<file path="src/rtl/key_int_arbiter.sv">
// Key-press interrupt arbiter: edge-detects per-channel key levels, queues one event per
// channel and serves them in fixed priority as bounded interrupt pulses separated by a gap.
module key_int_arbiter #(
  parameter int N_CH      = 4,
  parameter int PULSE_LEN = 6
) (
  input  logic                    clk,
  input  logic                    rst_n,
  input  logic [N_CH-1:0]         press,
  input  logic [N_CH-1:0]         mask,
  input  logic                    int_ack,
  output logic                    interrupt,
  output logic [$clog2(N_CH)-1:0] int_id,
  output logic [N_CH-1:0]         pending
);

  localparam int ID_W  = $clog2(N_CH);
  localparam int CNT_W = $clog2(PULSE_LEN + 1);

  typedef enum logic [1:0] {IDLE, PULSE, GAP} state_t;

  state_t           state, state_nxt;
  logic [CNT_W-1:0] cnt, cnt_nxt;
  logic [ID_W-1:0]  sel, id_nxt;
  logic [N_CH-1:0]  press_q, rise_set, eligible, clr, pending_nxt;

  assign rise_set = press & ~press_q & ~mask;
  assign eligible = pending & ~mask;

  // Scan downwards so the lowest eligible index wins.
  always_comb begin
    sel = '0;
    for (int i = N_CH - 1; i >= 0; i--) begin
      if (eligible[i]) sel = ID_W'(i);
    end
  end

  always_comb begin
    state_nxt = state;
    cnt_nxt   = cnt;
    id_nxt    = int_id;
    clr       = '0;
    case (state)
      IDLE: begin
        if (|eligible) begin
          state_nxt = PULSE;
          cnt_nxt   = CNT_W'(PULSE_LEN);
          id_nxt    = sel;
          clr[sel]  = 1'b1;
        end
      end
      PULSE: begin
        if (int_ack || cnt == CNT_W'(1)) state_nxt = GAP;
        else                             cnt_nxt   = cnt - CNT_W'(1);
      end
      GAP:     state_nxt = IDLE;
      default: state_nxt = IDLE;
    endcase
    // A new rise on the channel being cleared keeps its pending bit.
    pending_nxt = (pending & ~clr) | rise_set;
  end

  always_ff @(posedge clk or negedge rst_n) begin
    if (!rst_n) state <= IDLE;
    else        state <= state_nxt;
  end

  // Reset press_q to ones so keys held through reset need a fresh press.
  always_ff @(posedge clk or negedge rst_n) begin
    if (!rst_n) begin
      interrupt <= 1'b0;
      int_id    <= '0;
      pending   <= '0;
      cnt       <= '0;
      press_q   <= '1;
    end else begin
      interrupt <= (state_nxt == PULSE);
      int_id    <= id_nxt;
      pending   <= pending_nxt;
      cnt       <= cnt_nxt;
      press_q   <= press;
    end
  end

endmodule

</file>
<file path="config.mk">
export PLATFORM = sky130hd
export DESIGN_NAME = key_int_arbiter
export DESIGN_NICKNAME = d
export VERILOG_FILES = /design/src/rtl/key_int_arbiter.sv
export SDC_FILE = /design/constraint.sdc
export NUM_CORES = 1
export LEC_CHECK = 0
export CAP_MARGIN = 10
export CORE_AREA = 2 2 49 51
export CTS_CLUSTER_SIZE = 25
export DETAILED_ROUTE_END_ITERATION = 8
export DIE_AREA = 0 0 51 53
export DONT_BUFFER_PORTS = 1
export MAX_ROUTING_LAYER = met4
export PLACE_DENSITY = 0.53
export SETUP_SLACK_MARGIN = 0.1
export SLEW_MARGIN = 15
export SYNTH_ARGS = -nofsm -noshare
export SYNTH_HDL_FRONTEND = slang
export SYNTH_SLANG_ARGS = --single-unit
</file>
<file path="constraint.sdc">
create_clock -name clk -period 3.45 [get_ports clk]
set_clock_uncertainty 0.2 [all_clocks]
set_input_delay 0.8625 -clock clk [delete_from_list [all_inputs] [get_ports clk]]
set_output_delay 0.8625 -clock clk [all_outputs]
set_load 0.01 [all_outputs]
</file>
==> results.md <==
* CP Class: flip-flop to output port
* Setup tns final at 0 ps
* Status: finished, final reports clean
* Average wire per standard cell at 12.9 µm
* Compound-Gate Fraction of Synth Area at 0.144
* Dpl cells at 93
* Synth Area in XOR/XNOR at 0.0121
* First-pass GRT wire length at 2240 µm
* Endpoints failing setup at 0
* Layout area overhead at 7.97%
* H-tree Lvls at 1
* Remaining global-route overflow at 0
* Via count at 468
* Worst slew pin tran at 393 ps
* GP Congestion at 0.832
* Min-delay worst type: input port to asynchronous set/reset pin
* Clk Latency, worst-skew pair at 280 ps
* Post-synth EDFFs at 0
* Relative slew slack at 0.737
* Initial DRC count at 9
* Clock buffer depth at 2
* Pleak at 0.338 nW
* Syn avg cell area at 11.1 µm²
* FILL cells at 224
* Ys flop type: dfrtp_1
* Largest net degree at the start of global routing at 17
* Die H at 53 µm
* Number of global-route vias before repair at 510
* CORE AREA at 2150 µm²
* Most frequent cell after synthesis: dfrtp_1
* Async set-reset flop share out of synthesis at 1.00
* Initial Util at 0.336
* Setup repair bufs after CTS at 0
* Largest family of logic cells by synthesized area: simple AND/OR/NAND/NOR gates
* Die area at 2700 µm²
* # clock sinks at 16
* CP Launch Type: flip-flop
* Hold buffer count at CTS at 0
* Multiplexer area fraction after synthesis at 0
* Critical path arrival at 730 ps
* Share of cells above drive strength 1 at 0.176
* Clock root cell: clkbuf_4
* TritonCTS clock tree: done
* Rows at 17
* I/O Buffers at 0
* Initial antenna violation count at 0
* Netlist Area Pre-Place at 722 µm²
* Routed WL at 1240 µm
* Area share of the largest cell type after synthesis at 0.416
* Synth area leader: dfrtp_1
* Cts bufs inserted at 3
* Synth area leaders: dfrtp_1 42%, dfstp_2 15%, nand2b_1 9.5%, a21oi_1 4.2%, o21ai_0 4.2%
* Clock transition at the registers of the reported paths at 90 ps
* Sequential area share after synthesis at 0.562
* Fmax at 559 MHz
* Cell variety after synth at 20
* Final period utilization at 0.519
* Ant. Diodes at 0
* Hold Fails Final Rpt at 0
* IO Pins at 18
* Post-synth top cells: 12 x dfrtp_1, 11 x nand2b_1, 6 x a21oi_1, 6 x o21ai_0, 5 x nor2_1
* All-Layer GR Usage at 0.123
* Unrepaired setup endpoints after global routing: no
* Max Cap Violations at 0
* Hpwl dp at 931 µm
* Post-DR vias/cell at 4.88
* Peak VDD IR at 0.323 mV
* Power per cell area at 780 nW/µm²
* Required time of the worst setup path at 2390 ps
* # resized after CTS at 0
* Total iterations of the first detailed-routing run at 4
* Fin. max-slew vios at 0
* Die extent in x at 51 µm
* Simple-Gate Fraction of Synth Area at 0.232
* Crit path max fanout at 3
* NumNets Final at 83
* Non-filler cells, final at 96
* Yosys warnings at 0
* Synth Register Bits at 16
* Syn Nets at 78
* Synth Area in Adders at 0.0347
* Final min period at 1790 ps
* Antenna-violating nets left at 0
* Cells after Synth at 65
* CP Capture Type: output port
* DRC errors left at 0
final timing paths:
path / endpoint / slack, ps / start / depth (start not counted)
setup / recovery: pending[3] / 1660 / pending[3] / 0
hold / removal: int_id[0] / 60 / rst_n / 0
setup reg to reg: cnt[0] / 1820 / cnt[0] / 5
hold reg to reg: pending[2] / 340 / press_q[2] / 1
max in group asynchronous: press_q[0] / 2820 / rst_n / 0
min in group clk: pending[2] / 340 / press_q[2] / 1
report_power, final:
part	switching, W	internal, W	total (W)
registers	0.0000801	0.000256	0.000336
clock network	0.0000548	0.0000405	0.0000953
logic	0.0000980	0.0000788	0.000177
stage by stage:
stage	setup slack [ps]	cell area [µm²]	power, W	hold WS, ps	util
floorplan	1650	722	0.000475	301	-
global placement	1590	757	0.000516	308	0.352
detailed placement	1540	757	0.000520	317	0.352
CTS	1650	779	0.000618	49.6	0.363
global route	1620	779	0.000668	35.6	0.363
finish	1660	779	0.000608	62.4	0.363
layout make-up:
class / instances / area, µm² / area share
flip-flops and latches: 16 / 405 / 0.520
multi-input cells: 46 / 305 / 0.392
inverters: 3 / 11.3 / 0.0144
well taps: 28 / 35.0 / 0.0449
clock buffers: 3 / 22.5 / 0.0289
logic make-up after synthesis:
group	count (synthesis)
AO/OA/AOI/OAI	17
XOR/XNOR	1
adder cells (fa/ha/maj)	2
buffers and inverters	3
flip-flops	16
AND/OR/NAND/NOR	26
sequential cells by signal, summed over array words and instances, names as in the netlist:
register / flops
pending: 4
press_q: 4
cnt: 3
int_id: 2
state: 2
interrupt: 1
per-layer routing:
metal,track usage,vias to the layer above,routed length (µm)
met5,-,-,0
met1,0.136,223,540
met2,0.182,12,571
met4,0.0676,0,27
li1,-,231,-
met3,0.0593,2,96
placed cells by master, fill, tap and decap left out, drive strengths merged:
cell type	n
clkbuf	3
o31ai	1
xnor2	1
o211a	1
nor3	1
nand2	4
nor4b	2
inv	3
dfrtp	12
nand2b	12
nand3	1
nor2b	1
a21oi	6
ha	2
nor2	5
o41ai	2
dfstp	4
o21ai	7
(Power assumes the default switching activity.)
==> RTL change 1, RTL diff (same settings) <==
`PULSE_LEN`: 6 -> 5.
--- a/src/rtl/key_int_arbiter.sv
+++ b/src/rtl/key_int_arbiter.sv
@@ -3,5 +3,5 @@
 module key_int_arbiter #(
   parameter int N_CH      = 4,
-  parameter int PULSE_LEN = 6
+  parameter int PULSE_LEN = 5
 ) (
   input  logic                    clk,
Behaviour: not the same (a bounded check fails within 10 cycles, from zero or initial values and one cycle with rst_n low).
==> RTL change 1 against the unedited design <==
  * Fmax decreased by 0.46%
  * Sequential cell count stayed put
  * Design area increased by 0.48%
  * Critical path type unchanged
  * Synthesized area decreased by 1.4%
  * Routed wire length grew 3.4%
  * Total power grew 2.8%
  * Synthesized cell count is the same
  * Critical endpoint is now pending[2]
  * Largest cell class unchanged
  * Setup slack worse by 8.3 ps
==> RTL change 1: results (changes against the unedited design) <==
Drt:
- The number of iterations in the first detailed-routing pass is 4 (unchanged).
- The post-detailed-route wirelength per cell is 13.2 µm (+2.3%).
- The total via count in the routed design was 466 (-0.43%).
- The number of violations reported at the end of detailed-routing iteration 0 is 3 (-6).

CTS:
- The number of buffers between clock root and the deepest sink is 2 (unchanged).
- The clock latency on the worst-skew pair is 290 ps.
- After clock tree synthesis, the clock-pin slew on the worst setup and hold paths is 100 ps.
- The post-CTS setup buffer count is 0 (unchanged).
- The number of clock buffers inserted by TritonCTS was 3 (unchanged).
- The clock root buffer is sky130_fd_sc_hd__clkbuf_4.
- The number of H-tree levels is 1 (unchanged).
- The number of gates resized after cts is 0 (unchanged).

Yosys:
- The number of warning messages in the yosys log is 0 (unchanged).
- The share of async-settable or async-resettable flops after synthesis came to 1.00 (unchanged).
- By area the synthesized netlist is led by sky130_fd_sc_hd__dfrtp_1, sky130_fd_sc_hd__dfstp_2, sky130_fd_sc_hd__nand2b_1.
- The sequential cell area fraction in the yosys report is 0.569 (+0.00789).
- The post-synthesis net count was 78 (unchanged).
- The cell count after synthesis is 65 (unchanged).
- Ranked by instance count, the synthesized netlist is headed by sky130_fd_sc_hd__dfrtp_1, sky130_fd_sc_hd__nand2b_1, sky130_fd_sc_hd__nand2_1, sky130_fd_sc_hd__a21oi_1, sky130_fd_sc_hd__o21ai_1.
- The number of library cell types mapped by synthesis came to 21 (+5.0%).

Worst setup path:
- STA puts the critical path data arrival time at 740 ps.
- The source of the critical timing path is pending[2].
- The maximum fanout along the worst path came to 3 (unchanged).
- The startpoint identified for the worst register-to-register timing path is state[0].

Run:
- The number of violations of the max-capacitance limit is 0 (unchanged).

Cells and area:
- The number of standard cells in the layout, taps in and fillers out is 97 (+1.0%).
- The final layout net count is 83 (unchanged).
- The share of post-route cells with drive strength above 1 is 0.188 (+0.0119).
- In the final layout, the registers with the most flip-flops are pending: 4 flops, press_q: 4 flops, cnt: 3 flops.
- The number of fillers in the final layout was 219 (-2.2%).
- The number of inserted diodes came to 0 (unchanged).

Global route:
- The largest net degree at the start of global routing came to 17 (unchanged).
- The number of global-route vias before repair is 482 (-5.5%).
- The first-pass GRT wire length came to 2.11 mm (-5.8%).
- The number of antenna violations at the first check in global routing came to 0 (unchanged).
- The global router's overall resource usage was 0.112 (-0.0110).

Placement:
- The number of buffers added on ports is 0 (unchanged).
- The routability-driven placement congestion ratio was 0.714 (-14%).
- The cell total after placement is 93 (unchanged).
- The placed wire-length estimate came to 976 µm (+4.9%).
- The post-placement worst setup slack was 1440 ps (-97.7 ps).

Outcome:
- The run finished with clean final reports.

Power and ir drop:
- The worst ir drop on vdd was 0.318 mV (-1.6%).
- The static leakage was 0.333 nW (-1.3%).

Worst hold path:
- The class of the most critical hold timing path is in -> async.

Timing:
- The final-report max-slew violation count is 0 (unchanged).
- The slew of the pin with the lowest slew margin was 432 ps (+39.3 ps).
RTL change 1: report_power, final:
group          switching [W]  total (W)  internal (W)
logic               0.000104   0.000177     0.0000733
clock network      0.0000599   0.000124     0.0000642
registers          0.0000736   0.000324      0.000250
RTL change 1: cells by family after synthesis:
family | share of synthesized area
AOI/OAI and AO/OA | 0.179
adders and majority gates | 0.0351
DFF | 0.569
buffers and inverters | 0.0228
and+or+nand+nor | 0.193
RTL change 1: metal layers:
layer / share of wire / vias to the layer above / global-route usage
met5: 0 / - / -
met1: 0.44 / 215 / 0.119
met3: 0.092 / 2 / 0.0621
met4: 0.0047 / 0 / 0.0270
li1: - / 234 / -
met2: 0.46 / 15 / 0.182
RTL change 1: layout make-up:
cell class                 instances  area share
tap                               28      0.0447
sequential                        16       0.518
multi-input combinational         45       0.371
inverter                           4      0.0208
clock buffer                       4      0.0463
RTL change 1: final timing paths:
path                               to  slack [ps]  cells after the start
hold reg to reg            pending[3]         300                      1
min in group clk           pending[3]         300                      1
hold / removal              int_id[0]          50                      0
setup reg to reg               cnt[1]        1840                      3
max in group asynchronous  press_q[3]        2820                      0
setup / recovery           pending[2]        1650                      0
RTL change 1: through the flow:
step / power (W) / instance area [µm²]
finish: 0.000625 / 783
global placement: 0.000507 / 747
global route: 0.000682 / 783
CTS: 0.000637 / 783
floorplan: 0.000463 / 712
detailed placement: 0.000509 / 747
==> RTL change 2, RTL diff (same settings) <==
Made on the original files. Register the output `interrupt` once more, cleared by the reset; this adds one clock of latency there. The other outputs are not delayed to match.
--- a/src/rtl/key_int_arbiter.sv
+++ b/src/rtl/key_int_arbiter.sv
@@ -19,4 +19,6 @@
 
   typedef enum logic [1:0] {IDLE, PULSE, GAP} state_t;
+
+  logic interrupt_s0;
 
   state_t           state, state_nxt;
@@ -69,5 +71,5 @@
   always_ff @(posedge clk or negedge rst_n) begin
     if (!rst_n) begin
-      interrupt <= 1'b0;
+      interrupt_s0 <= 1'b0;
       int_id    <= '0;
       pending   <= '0;
@@ -75,5 +77,5 @@
       press_q   <= '1;
     end else begin
-      interrupt <= (state_nxt == PULSE);
+      interrupt_s0 <= (state_nxt == PULSE);
       int_id    <= id_nxt;
       pending   <= pending_nxt;
@@ -83,4 +85,12 @@
   end
 
+  always_ff @(posedge clk or negedge rst_n) begin
+    if (!rst_n) begin
+      interrupt <= '0;
+    end else begin
+      interrupt <= interrupt_s0;
+    end
+  end
+
 endmodule
 
Formal check against the unedited RTL: not equivalent (Yosys sat finds a counterexample within 4 cycles, from zero or initial values and one cycle with rst_n low).
==> RTL change 2 against the unedited design <==
  * Worst hold slack worse by 6.0 ps
  * Die area stayed put
  * Total power increased by 4.5%
  * Critical path depth unchanged
  * Global-route usage fell by 0.70 points
  * Routed wire length grew 1.5%
  * Setup slack worse by 4.0 ps
  * First-iteration DRC count unchanged
  * Design area is 3.7% higher
  * Sequential cell count up 1
  * Synthesized cell count rose by 1.5%
  * Synthesized area increased by 3.5%
  * Largest power group unchanged
==> RTL change 2: results (changes against the unedited design) <==
Yosys:
- The mean cell area of the mapped netlist came to 11.3 µm² (+1.9%).
- The sequential cell area fraction in the yosys report is 0.576 (+0.0147).
- Ranked by instance count, the synthesized netlist is headed by sky130_fd_sc_hd__dfrtp_1, sky130_fd_sc_hd__nand2b_1, sky130_fd_sc_hd__a21oi_1, sky130_fd_sc_hd__o21ai_0, sky130_fd_sc_hd__nor2_1.
- After synthesis, the cell types taking the most area are sky130_fd_sc_hd__dfrtp_1, sky130_fd_sc_hd__dfstp_2, sky130_fd_sc_hd__nand2b_1.
- The post-synthesis net count is 79 (+1.3%).

Global route:
- The largest net degree at the start of global routing is 18 (+1).
- The global-route track usage on met1 is 0.130 (-0.00568).
- The first-pass GRT wire length is 2.13 mm (-4.9%).
- The global router's overall resource usage is 0.116 (-0.00704).
- The met3 demand-to-capacity share in global routing was 0.0621 (+0.00282).

Placement:
- The placed wire-length estimate is 938 µm (+0.84%).
- The area after detailed placement is 782 µm² (+3.3%).
- The post-placement worst setup slack came to 1550 ps (+11.0 ps).

Cells and area:
- The final layout net count is 84 (+1.2%).
- The number of fillers in the final layout is 220 (-1.8%).
- The share of post-route cells with drive strength above 1 is 0.171 (-0.00504).

Power and ir drop:
- The worst ir drop on vdd was 0.348 mV (+7.6%).
- The static leakage came to 0.351 nW (+3.9%).
- The internal portion of total power came to 0.000398 W (+6.0%).

Drt:
- The total via count in the routed design is 466 (-0.43%).
- The length of routed met2 wiring is 513 µm (-10%).
- The met3 layer wire length in the routed design is 92 µm (-4.2%).
- The detailed-route wire length on metal 1 is 633 µm (+17%).
- The post-detailed-route wirelength per cell is 12.8 µm (-0.61%).

Outcome:
- The run finished with clean final reports.

Timing:
- The relative slew slack is 0.766 (+0.0292).
-- RTL change 2: changes by cell type after synthesis, sizes merged --
| cell | delta |
|---|---|
| dfrtp | +1 |
-- RTL change 2: logic make-up after synthesis --
kind of cell	Yosys count	share of synthesized area
compound gates	17	0.139
xor+xnor	1	0.0117
fa+ha+maj	2	0.0335
buf+inv	3	0.0151
flops	17	0.576
simple gates	26	0.224
-- RTL change 2: final cells by class --
class	count	area, µm²	area share
inverters	3	11.3	0.0139
multi-input cells	46	305	0.378
clock buffers	4	26.3	0.0325
well taps	28	35.0	0.0433
flip-flops and latches	17	430	0.533
-- RTL change 2: worst paths after layout --
check / startpoint / endpoint / slack, ps
max: pending[2] / pending[2] / 1660
min: rst_n / int_id[0] / 60
max reg2reg: cnt[0] / cnt[0] / 1820
min reg2reg: interrupt_s0 / interrupt / 160
max in group asynchronous: rst_n / press_q[0] / 2820
min in group clk: interrupt_s0 / interrupt / 160
